### config.mk
export PLATFORM = sky130hd
export DESIGN_NAME = fetch_sequencer
export DESIGN_NICKNAME = d
export VERILOG_FILES = /design/src/rtl/fetch_pkg.sv /design/src/rtl/fetch_perf_counters.sv /design/src/rtl/fetch_sequencer.sv
export SDC_FILE = /design/constraint.sdc
export NUM_CORES = 1
export LEC_CHECK = 0
export CORE_ASPECT_RATIO = 0.5
export CORE_MARGIN = 2
export CORE_UTILIZATION = 49
export CTS_CLUSTER_SIZE = 24
export DETAILED_ROUTE_END_ITERATION = 8
export PLACE_DENSITY_LB_ADDON = 0.05
export SETUP_SLACK_MARGIN = 0.5
export SLEW_MARGIN = 10
export SYNTH_ARGS = -nofsm -noshare
export SYNTH_HDL_FRONTEND = slang
export SYNTH_SLANG_ARGS = --single-unit
### constraint.sdc
create_clock -name i_clk -period 3.8 [get_ports i_clk]
set_input_delay 0.57 -clock i_clk [delete_from_list [all_inputs] [get_ports i_clk]]
set_output_delay 0.57 -clock i_clk [all_outputs]
set_load 0.01 [all_outputs]
### src/rtl/fetch_pkg.sv
// Shared definitions for the instruction fetch sequencer.
// Optional performance counters are enabled with the FETCH_PERF_EN macro.
package fetch_pkg;

    localparam int unsigned ILEN_DEFAULT = 32;
    localparam int unsigned PERF_CNT_W   = 32;

    // Sequencer state encoding
    typedef logic [2:0] fetch_state_t;

    localparam fetch_state_t S_RESET = 3'd0;
    localparam fetch_state_t S_IDLE  = 3'd1;
    localparam fetch_state_t S_REQ   = 3'd2;
    localparam fetch_state_t S_KILL  = 3'd3;
    localparam fetch_state_t S_OUT   = 3'd4;

endpackage

### src/rtl/fetch_perf_counters.sv
// Fetch performance counters: accepted instructions and stalled cycles.
// Only instantiated when FETCH_PERF_EN is defined.
module fetch_perf_counters
    import fetch_pkg::*;
(
    input  logic                  i_clk,
    input  logic                  i_rst,
    input  logic [2:0]            i_state,
    input  logic                  i_stall,
    input  logic                  i_imem_ack,
    input  logic                  i_fire,
    output logic [PERF_CNT_W-1:0] o_fetch_cnt,
    output logic [PERF_CNT_W-1:0] o_stall_cnt
);

    logic w_stall_cycle;

    // A cycle is lost when idling under stall or waiting on memory
    always_comb begin
        w_stall_cycle = ((i_state == S_IDLE) && i_stall) ||
                        (((i_state == S_REQ) || (i_state == S_KILL)) && !i_imem_ack);
    end

    // Wrapping event counters
    always_ff @(posedge i_clk) begin
        if (i_rst) begin
            o_fetch_cnt <= '0;
            o_stall_cnt <= '0;
        end else begin
            if (i_fire) begin
                o_fetch_cnt <= o_fetch_cnt + PERF_CNT_W'(1);
            end
            if (w_stall_cycle) begin
                o_stall_cnt <= o_stall_cnt + PERF_CNT_W'(1);
            end
        end
    end

endmodule

### src/rtl/fetch_sequencer.sv
// Instruction fetch sequencer: owns the PC, issues req/ack fetches and hands
// instructions to decode over valid/ready. Redirects squash in-flight work.
// Define FETCH_PERF_EN to add the fetch/stall performance counter outputs.
module fetch_sequencer
    import fetch_pkg::*;
#(
    parameter int unsigned       WIDTH      = 30,
    parameter logic [WIDTH-1:0]  RESET_ADDR = '0,
    parameter int unsigned       ILEN       = ILEN_DEFAULT
) (
    input  logic                  i_clk,
    input  logic                  i_rst,
    input  logic                  i_stall,
    input  logic                  i_redirect_valid,
    input  logic [WIDTH-1:0]      i_redirect_addr,
    output logic                  o_imem_req,
    output logic [WIDTH-1:0]      o_imem_addr,
    input  logic                  i_imem_ack,
    input  logic [ILEN-1:0]       i_imem_rdata,
    output logic                  o_instr_valid,
    input  logic                  i_instr_ready,
    output logic [ILEN-1:0]       o_instr,
    output logic [WIDTH-1:0]      o_instr_pc,
    output logic [WIDTH-1:0]      o_pc_out
`ifdef FETCH_PERF_EN
    ,
    output logic [PERF_CNT_W-1:0] o_perf_fetch_cnt,
    output logic [PERF_CNT_W-1:0] o_perf_stall_cnt
`endif
);

    logic [2:0]       r_state, w_state_d;
    logic [WIDTH-1:0] r_pc, w_pc_d;
    // Address of the outstanding request; diverges from r_pc after a redirect
    logic [WIDTH-1:0] r_req_addr, w_req_addr_d;
    logic [WIDTH-1:0] r_instr_pc, w_instr_pc_d;
    logic [ILEN-1:0]  r_instr, w_instr_d;

    // Next-state and datapath updates
    always_comb begin
        w_state_d    = r_state;
        w_pc_d       = r_pc;
        w_req_addr_d = r_req_addr;
        w_instr_d    = r_instr;
        w_instr_pc_d = r_instr_pc;
        case (r_state)
            S_RESET: w_state_d = S_IDLE;
            S_IDLE: begin
                if (i_redirect_valid) w_pc_d = i_redirect_addr;
                if (!i_stall) w_state_d = S_REQ;
            end
            S_REQ: begin
                if (i_redirect_valid) begin
                    w_pc_d    = i_redirect_addr;
                    w_state_d = i_imem_ack ? S_IDLE : S_KILL;
                end else if (i_imem_ack) begin
                    w_instr_d    = i_imem_rdata;
                    w_instr_pc_d = r_pc;
                    w_pc_d       = r_pc + WIDTH'(1);
                    w_state_d    = S_OUT;
                end
            end
            S_KILL: begin
                if (i_redirect_valid) w_pc_d = i_redirect_addr;
                if (i_imem_ack) w_state_d = S_IDLE;
            end
            S_OUT: begin
                if (i_redirect_valid) begin
                    w_pc_d    = i_redirect_addr;
                    w_state_d = S_IDLE;
                end else if (i_instr_ready) begin
                    w_state_d = i_stall ? S_IDLE : S_REQ;
                end
            end
            default: w_state_d = S_IDLE;
        endcase
        // PC does not move while in S_REQ, so reloading every REQ cycle is harmless
        if (w_state_d == S_REQ) w_req_addr_d = w_pc_d;
    end

    // State registers with synchronous reset
    always_ff @(posedge i_clk) begin
        if (i_rst) begin
            r_state    <= S_RESET;
            r_pc       <= RESET_ADDR;
            r_req_addr <= RESET_ADDR;
            r_instr    <= '0;
            r_instr_pc <= '0;
        end else begin
            r_state    <= w_state_d;
            r_pc       <= w_pc_d;
            r_req_addr <= w_req_addr_d;
            r_instr    <= w_instr_d;
            r_instr_pc <= w_instr_pc_d;
        end
    end

    // Outputs come only from registers or decoded state
    always_comb begin
        o_imem_req    = (r_state == S_REQ) || (r_state == S_KILL);
        o_imem_addr   = r_req_addr;
        o_instr_valid = (r_state == S_OUT);
        o_instr       = r_instr;
        o_instr_pc    = r_instr_pc;
        o_pc_out      = r_pc;
    end

`ifdef FETCH_PERF_EN
    logic w_fire;

    // Handshake that delivers an instruction (a squash does not count)
    always_comb begin
        w_fire = (r_state == S_OUT) && i_instr_ready && !i_redirect_valid;
    end

    fetch_perf_counters u_perf (
        .i_clk       (i_clk),
        .i_rst       (i_rst),
        .i_state     (r_state),
        .i_stall     (i_stall),
        .i_imem_ack  (i_imem_ack),
        .i_fire      (w_fire),
        .o_fetch_cnt (o_perf_fetch_cnt),
        .o_stall_cnt (o_perf_stall_cnt)
    );
`endif

    // Request address must hold until the memory acknowledges
    a_imem_addr_stable: assert property (@(posedge i_clk)
        (!i_rst && o_imem_req && !i_imem_ack) |=> $stable(o_imem_addr));

    // Presented instruction must hold until decode takes it
    a_instr_stable: assert property (@(posedge i_clk)
        (!i_rst && o_instr_valid && !i_instr_ready) |=>
            ($stable(o_instr) && $stable(o_instr_pc)));

endmodule

# Word-level counts from Yosys, hierarchy flattened
# Cells that the tools add are included.
# word_totals
wordCells	28
in_bits	68
out_inout_bits	124
reg_bits	125
# op_classes
eq_ne	5
mux	13
reduce_logical	3
bitwise	1
add_sub_neg	1
# op_table
cell	n
30-bit 2-to-1 mux	3
30-bit case mux with 2 select lines	1
30-bit by 1-bit adder with 30-bit output (second input constant)	1
3-bit 2-to-1 mux	6
3-bit case mux with 4 select lines	1
3-bit by 2-bit == test with 1-bit output (second input constant)	3
2-bit 2-to-1 mux	2
3-bit by 1-bit == test with 1-bit output (second input constant)	1
3-bit == test (second input constant)	1
3-bit AND reduction	1
3-bit OR reduction	1
1-bit logical OR	1
1-bit NOT	1

# Longest topological paths before layout
# Gate-level depths: netlist of run 1.
# logic_depth
word_depth	5
depth_mapped	7
ltp_nobuf	6

# Worst setup path after synthesis of run 1
# Ideal clock, no wire load.
# synth_path
path_kind	input port to flip-flop
from	in i_imem_ack
to	reg r_req_addr[13] (netlist: o_imem_addr[13])
arrival_time_ns	1.948
setup_ns	0.133
path_slack_ns	1.719
path_stages	6
path_cell_list	nand4_1 > or3_1 > clkbuf_1 > o31a_1 > o21ai_0 > a311oi_1
# synth_between
elab_chain_cells	4
# synth_lines
element	line_no	text
from (decl)	fetch_sequencer.sv:18	input logic i_imem_ack,
3-bit 2-to-1 mux or 2-bit 2-to-1 mux (tied branches)	fetch_sequencer.sv:56, fetch_sequencer.sv:55	
3-bit 2-to-1 mux	fetch_sequencer.sv:53	if (i_redirect_valid) begin
3-bit case mux with 4 select lines	fetch_sequencer.sv:46	case (r_state)
3-bit by 2-bit == test with 1-bit output	fetch_sequencer.sv:78	if (w_state_d == S_REQ) w_req_addr_d = w_pc_d;
to (signal assigned)	fetch_sequencer.sv:92	r_req_addr <= w_req_addr_d;
to (decl)	fetch_sequencer.sv:35	logic [WIDTH-1:0] r_req_addr, w_req_addr_d;
# Parallel ways exist; a longest one is shown, timed or not.
# A chain may end at the register's enable or synchronous reset.

# Worst setup path after layout of run 1
# layout_path
from	reg r_state[2]
to	out o_instr_valid
# layout_between
elab_chain_cells	1
# layout_lines
element	line_no	text
from (decl)	fetch_sequencer.sv:32	logic [2:0] r_state, w_state_d;
from (signal assigned)	fetch_sequencer.sv:90	r_state <= w_state_d;
3-bit == test	fetch_sequencer.sv:102	o_instr_valid = (r_state == S_OUT);
to (decl)	fetch_sequencer.sv:20	output logic o_instr_valid,
# Every way passes these cells.

==> impl_results.md, run 1 <==
- Status: finished, final reports clean
- CP delay by family, top: flip-flops
- Routed WL: 18,200 um
- Number of synthesized flops with an enable pin: 0
- Switch Pwr: 802 uW
- Net Count, Synth: 784
- P&R area growth vs syn: 47.6%
- Hold Violations, Final: 0
- Final worst path period share: 79.7%
- Inserted Diodes: 0
- Placed insts: 1,010
- Highest cell delay on the worst timing path: 0.76 ns
- Final core utilization: 74.8%
- CP Max Fanout: 22
- Crit path required time: 3.23 ns
- Initial antenna violation count: 0
- Dominant cell by count in the synthesized netlist: nand2_1
- Hold Path Origin: o_instr[23]
- Synth Warn #: 0
- Max-cap violations: 0
- Cell type with the largest total area after synthesis: dfxtp_1
- Crit path launch: r_state[2]
- Final worst setup slack: 0.772 ns
- Rows: 27
- Lkg Pwr: 2.70 nW
- Post-synth ARST share: 0%
- Max-slew headroom: 39.1%
- Setup Buffers After CTS: 0
- Inserted Clock Buffers: 17
- HP Class: register to register
- Die Ht: 79.8 um
- Place WS: 0.817 ns
- Slowest cell on the critical path: dfxtp_1
- Fin crit period: 3.03 ns
- CTS Root Cell: clkbuf_16
- Die area: 12,400 um^2
- CTS tree: built
- Yosys cell types: 61
- Detailed placement HPWL: 12,900 um
- RSZ-0062 raised after global routing: false
- Max frequency: 0.330 GHz
- Post-Route Skew: 0.00602 ns
- First-pass GRT wire length: 28,700 um
- WL per Instance: 17.4 um
- Final #Nets: 953
- Final setup vio count: 0
- Cell Int Power: 2.74 mW
- I/O pins: 192
- Via density: 5.81
- Worst path bufs/invs: 2
- CTS H-Tree Depth: 4
- Largest cells by area after synthesis: dfxtp_1, nand2_1, a21oi_1, nor2_1, clkbuf_1
- Seq pwr share: 39.6%
- Ratio of cells with drive above 1 in the final layout: 6.24%
- Clock Sinks: 125
- Combinational power share: 9.6%
- CP Capture Type: primary output
- CP Cell Sequence: or3b_1 > inv_1 > clkdlybuf4s50_1
- Ys flop type: dfxtp_1
- Setup TNS: 0 ns
- Slew @ Worst Pin: 0.907 ns
- Post-Syn Area: 5630 um^2
- Yosys top cell area share: 44.4%
- Peak supply drop: 0.270 mV
- Die Wd: 156 um
- Fillers: 860
- Switching Share: 22.6%
- Drt drc: 0
- Synthesis-stage register bit count: 125
- Sequential area share after synthesis: 44.4%
- Fin. max-slew vios: 0
- Post-cts gate resize count: 0
- Clock-pin slew on the worst setup and hold paths: 0.05 ns
- Clock tree buffer depth: 2
- Largest net degree at the start of global routing: 76
- PwrDens: 426 nW/um^2
- Post-synth top cells: nand2_1, dfxtp_1, a21oi_1
- Crit path kind: register to primary output
- Skew-Pair Late Insertion Delay: 0.41 ns
- Total global routing overflow: 0
- Via Count: 6,051
- Gpl congestion: 0.919
- Post-CTS Hold Fix Bufs: 0
- Clock power frac: 50.8%
- Hold slack: 0.451 ns
- Avg Cell Area, Syn: 7.88 um^2
- Initial core utilization: 50.7%
- 1st-pass router iterations: 8
- DRT iter0 DRCs: 523
- Cells after Synth: 715
- WP data arrival: 2.46 ns
- Number of global-route vias before repair: 5,610
- Area of the core: 11,100 um^2
- Startpoint Class: register
- Number of routed nets with antenna violations: 0
- GRT Util Overall: 29.3%
- IO Port Bufs: 191
- Reg2reg start: r_state[2]
- Non-Filler Instances: 1,042
==> stage by stage <==
step	cell area (um^2)	power [mW]
2_1_floorplan	5630	1.57
3_3_place_gp	7660	1.76
3_5_place_dp	7660	1.76
4_1_cts	8320	3.56
5_1_grt	8320	3.65
6_report	8320	3.54
==> sequential cells by signal, indices dropped and copies added, names as in the netlist <==
register and flops:
r_state 3, o_imem_addr 30, o_instr 32, o_pc_out 30, o_instr_pc 30
==> routing by layer <==
| metal | vias to the layer above | wire (um) | global-route usage (%) |
|---|---|---|---|
| met5 | - | 0 | 0 |
| met4 | 0 | 256 | 7.52 |
| met3 | 34 | 1950 | 11.0 |
| met2 | 287 | 7880 | 44.7 |
| met1 | 2824 | 8100 | 39.2 |
| li1 | 2906 | - | - |
==> power by group through the flow <==
stage / registers (mW) / clock network (mW) / logic, mW
finish: 1.40 / 1.80 / 0.340
global route: 1.41 / 1.88 / 0.366
CTS: 1.40 / 1.82 / 0.338
detailed placement: 1.43 / 0 / 0.336
global placement: 1.43 / 0 / 0.331
floorplan: 1.42 / 0 / 0.155
==> cells in the final DEF, fill, tap and decap left out, drive strengths merged, types with 6 or more instances in the layout <==
| cell type | netlist | routed |
|---|---|---|
| o221ai | 6 | 6 |
| inv | 6 | 6 |
| clkdlybuf4s50 | 0 | 190 |
| a31oi | 12 | 12 |
| a21oi | 78 | 78 |
| nor2b | 6 | 6 |
| nand2b | 17 | 17 |
| nand3 | 19 | 19 |
| nor2 | 60 | 60 |
| nor4 | 7 | 7 |
| a311oi | 13 | 13 |
| buf | 11 | 15 |
| a211oi | 12 | 12 |
| a22oi | 7 | 7 |
| o21ai | 14 | 14 |
| clkbuf | 44 | 22 |
| or3 | 8 | 8 |
| nor3 | 14 | 14 |
| o22ai | 9 | 9 |
| nand4 | 16 | 16 |
| dfxtp | 125 | 125 |
| nand2 | 158 | 158 |
==> cells by family (layout without fill, tap and decap cells) <==
| logic type | count (synthesis) | in the layout | share of synthesized area [%] |
|---|---|---|---|
| simple gates | 331 | 331 | 27.8 |
| compound gates | 193 | 193 | 22.5 |
| flops | 125 | 125 | 44.4 |
| buf+inv | 61 | 243 | 4.37 |
| xor+xnor | 2 | 2 | 0.311 |
| mux | 2 | 2 | 0.355 |
| fa+ha+maj | 1 | 1 | 0.222 |
==> worst reg2reg max path: stages, from the launching register on <==
cell	delay, ns
dfxtp_1	0.76
or3b_1	0.57
nor4b_4	0.39
a2bb2oi_4	0.18
buf_4	0.29
nor2_1	0.09
a311oi_1	0.28
==> cell type report <==
cell class	instances	area [um^2]	share of cell area, %
Clock inverter	10	185	2.23
Inverter	6	22.5	0.271
Tap cell	145	181	2.18
Sequential cell	125	2500	30.1
Clock buffer	22	474	5.70
Multi-Input combinational cell	529	2900	34.9
Timing Repair Buffer	205	2050	24.7
==> path summary, 6_finish.rpt <==
kind | to | slack [ns] | cells past startpoint
worst min register to register | o_instr[23] | 0.45 | 2
worst max-delay path | o_instr_valid | 0.77 | 3
worst max register to register | o_imem_addr[29] | 1.14 | 6
worst min-delay path | o_instr[23] | 0.45 | 2
Note: power is estimated with default switching activity, not from simulation.
==> run 2: changes to the inputs <==
--- a/config.mk
+++ b/config.mk
@@ -7,7 +7,7 @@
 export LEC_CHECK = 0
 export CORE_ASPECT_RATIO = 0.5
 export CORE_MARGIN = 2
-export CORE_UTILIZATION = 49
+export CORE_UTILIZATION = 46
 export CTS_CLUSTER_SIZE = 24
 export DETAILED_ROUTE_END_ITERATION = 8
 export PLACE_DENSITY_LB_ADDON = 0.05
==> constraint.sdc (replaced) <==
create_clock -name i_clk -period 2.8 [get_ports i_clk]
set_input_delay 0.42 -clock i_clk [delete_from_list [all_inputs] [get_ports i_clk]]
set_output_delay 0.42 -clock i_clk [all_outputs]
set_load 0.01 [all_outputs]
==> run 2 against run 1 <==
  * Die area is 6.3% higher
  * Clock power is 37% higher
  * Worst setup slack worse by 0.30 ns
  * Flip-flop and latch count stayed put
  * Clock skew is 0.0013 ns higher
  * Count of clock-buffer cells in the layout is 3 lower
  * Register-to-register slack worse by 0.55 ns
  * Final area is 2.7% higher
  * Critical path type unchanged
  * Sequential share of layout area is 0.68 points lower
  * Via count is 2.0% higher
  * Sequential power is 36% higher
==> impl_results.md, run 2 (same netlist as run 1, synthesis figures left out) <==
- Status: finished, final reports clean
- Lkg Pwr: 2.82 nW
- Fin. max-slew vios: 0
- Final worst setup slack: 0.476 ns
- WP data arrival: 1.90 ns
- Commonest non-fill, non-tap cell in the layout: clkdlybuf4s50_1
- Clock tree buffer depth: 2
- Gpl congestion: 0.965
- GRT Util Overall: 29.1%
- FF-to-FF path depth: 6
- Switch Pwr: 1.16 mW
- FF-to-FF End: o_pc_out[15]
- CTS tree: built
- Die area: 13,200 um^2
- Place WS: 0.147 ns
- Most frequent cells in the layout: clkdlybuf4s50_1, nand2_1, dfxtp_1
- Max-slew headroom: 53.4%
- Clock power frac: 50.7%
- Crit path required time: 2.38 ns
- Max-cap violations: 0
- Final worst path period share: 83.0%
- Number of routed nets with antenna violations: 0
- Crit path launch: r_state[0]
- Cell Int Power: 3.69 mW
- Crit path to: o_instr_valid
- Peak supply drop: 0.369 mV
- Via Count: 6,174
- Crit path kind: register to primary output
- CTS H-Tree Depth: 4
- Final setup vio count: 0
- Rows: 28
- Hold Violations, Final: 0
- Combinational power share: 10.1%
- IO Port Bufs: 191
- Total global routing overflow: 0
- Fin crit period: 2.32 ns
- Ratio of cells with drive above 1 in the final layout: 9.07%
- Clock-pin slew on the worst setup and hold paths: 0.06 ns
- CP Max Fanout: 21
- FF-to-FF setup slack: 0.59 ns
- Setup TNS: 0 ns
- Post-Route Skew: 0.00734 ns
- Seq pwr share: 39.2%
- Inserted Clock Buffers: 17
- Routed WL: 19,400 um
- I/O pins: 192
- Largest net degree at the start of global routing: 66
- Die Wd: 161 um
- CP Capture Type: primary output
- PwrDens: 568 nW/um^2
- P&R area growth vs syn: 51.6%
- Initial core utilization: 47.4%
- Drt drc: 0
- Slew @ Worst Pin: 0.700 ns
- Clock Sinks: 125
- Largest register FFs: 32
- HP Class: register to register
- Die Ht: 82.3 um
- Detailed placement HPWL: 13,200 um
- CTS Root Cell: clkbuf_16
- Number of global-route vias before repair: 5,676
- Max frequency: 0.430 GHz
- Startpoint Class: register
- Skew-Pair Late Insertion Delay: 0.42 ns
- Area of the core: 11,900 um^2
- Inserted Diodes: 0
- Switching Share: 23.9%
- Final #Nets: 971
- First-pass GRT wire length: 30,000 um
- WL per Instance: 17.9 um
- DRT iter0 DRCs: 518
- RSZ-0062 raised after global routing: true
- Reg2reg start: r_state[1]
- Fillers: 970
- Initial antenna violation count: 0
- Pwr Total: 4.85 mW
- 1st-pass router iterations: 5
- Via density: 5.72
-- run 2: cell types whose count changed in the layout (fill, tap and decap cells not counted), sizes merged --
cell | previous run | this run
clkinvlp | 1 | 3
buf | 15 | 32
clkinv | 4 | 3
clkbuf | 22 | 20
inv | 6 | 8
-- run 2: per-stage QoR --
| stage | cell area, um^2 | hold slack (ns) | std cells | utilization, % |
|---|---|---|---|---|
| after floorplan | 5630 | 0.481 | 715 | - |
| after global placement | 7790 | 0.440 | 1043 | 65.6 |
| after detailed placement | 7790 | 0.446 | 1043 | 65.6 |
| after CTS | 8480 | 0.453 | 1078 | 71.4 |
| after global routing | 8540 | 0.472 | 1080 | 71.9 |
| final | 8540 | 0.451 | 1080 | 71.9 |
-- run 2: layer usage --
layer	routed length, um	global-route usage, %	vias to the layer above
met5	0	0	-
met4	276	8.74	0
met3	2290	11.4	31
met2	8160	43.8	321
met1	8630	38.8	2868
li1	-	-	2954
-- run 2: critical path, stage by stage, from the launching register on --
cell	delay (ns)
dfxtp_4	0.41
or3b_4	0.42
inv_1	0.12
clkdlybuf4s50_1	0.54
-- run 2: worst min path at each step --
stage	from	endpoint	depth (start not counted)
after floorplan	o_instr[0]	o_instr[0]	2
after global placement	o_instr[25]	o_instr[25]	2
after detailed placement	o_instr[2]	o_instr[2]	2
after CTS	o_instr[25]	o_instr[25]	2
after global routing	o_instr[12]	o_instr[12]	2
final	o_instr[5]	o_instr[5]	2
-- run 2: cell type report --
type	count	area [um^2]	share of cell area, %
Timing Repair Buffer	223	2220	26.0
Tap cell	165	206	2.42
Sequential cell	125	2510	29.4
Multi-Input combinational cell	529	2920	34.2
Clock inverter	13	213	2.49
Clock buffer	19	443	5.19
Inverter	6	22.5	0.264
-- run 2: what timing repair did --
item                                    in CTS  in global routing
pin swaps                                    1                  2
hold buffers                                 0                  0
gates cloned                                 0                  1
endpoints found under the setup margin      29                 29
buffers inserted                             3                  1
resized for setup                            4                  7
-- run 2: power by group through the flow --
stage          clock (mW)  combinational [mW]  sequential [mW]
2_1_floorplan           0               0.211             1.92
3_3_place_gp            0               0.469             1.94
3_5_place_dp            0               0.474             1.94
4_1_cts              2.49               0.480             1.90
5_1_grt              2.58               0.525             1.91
6_report             2.46               0.489             1.90
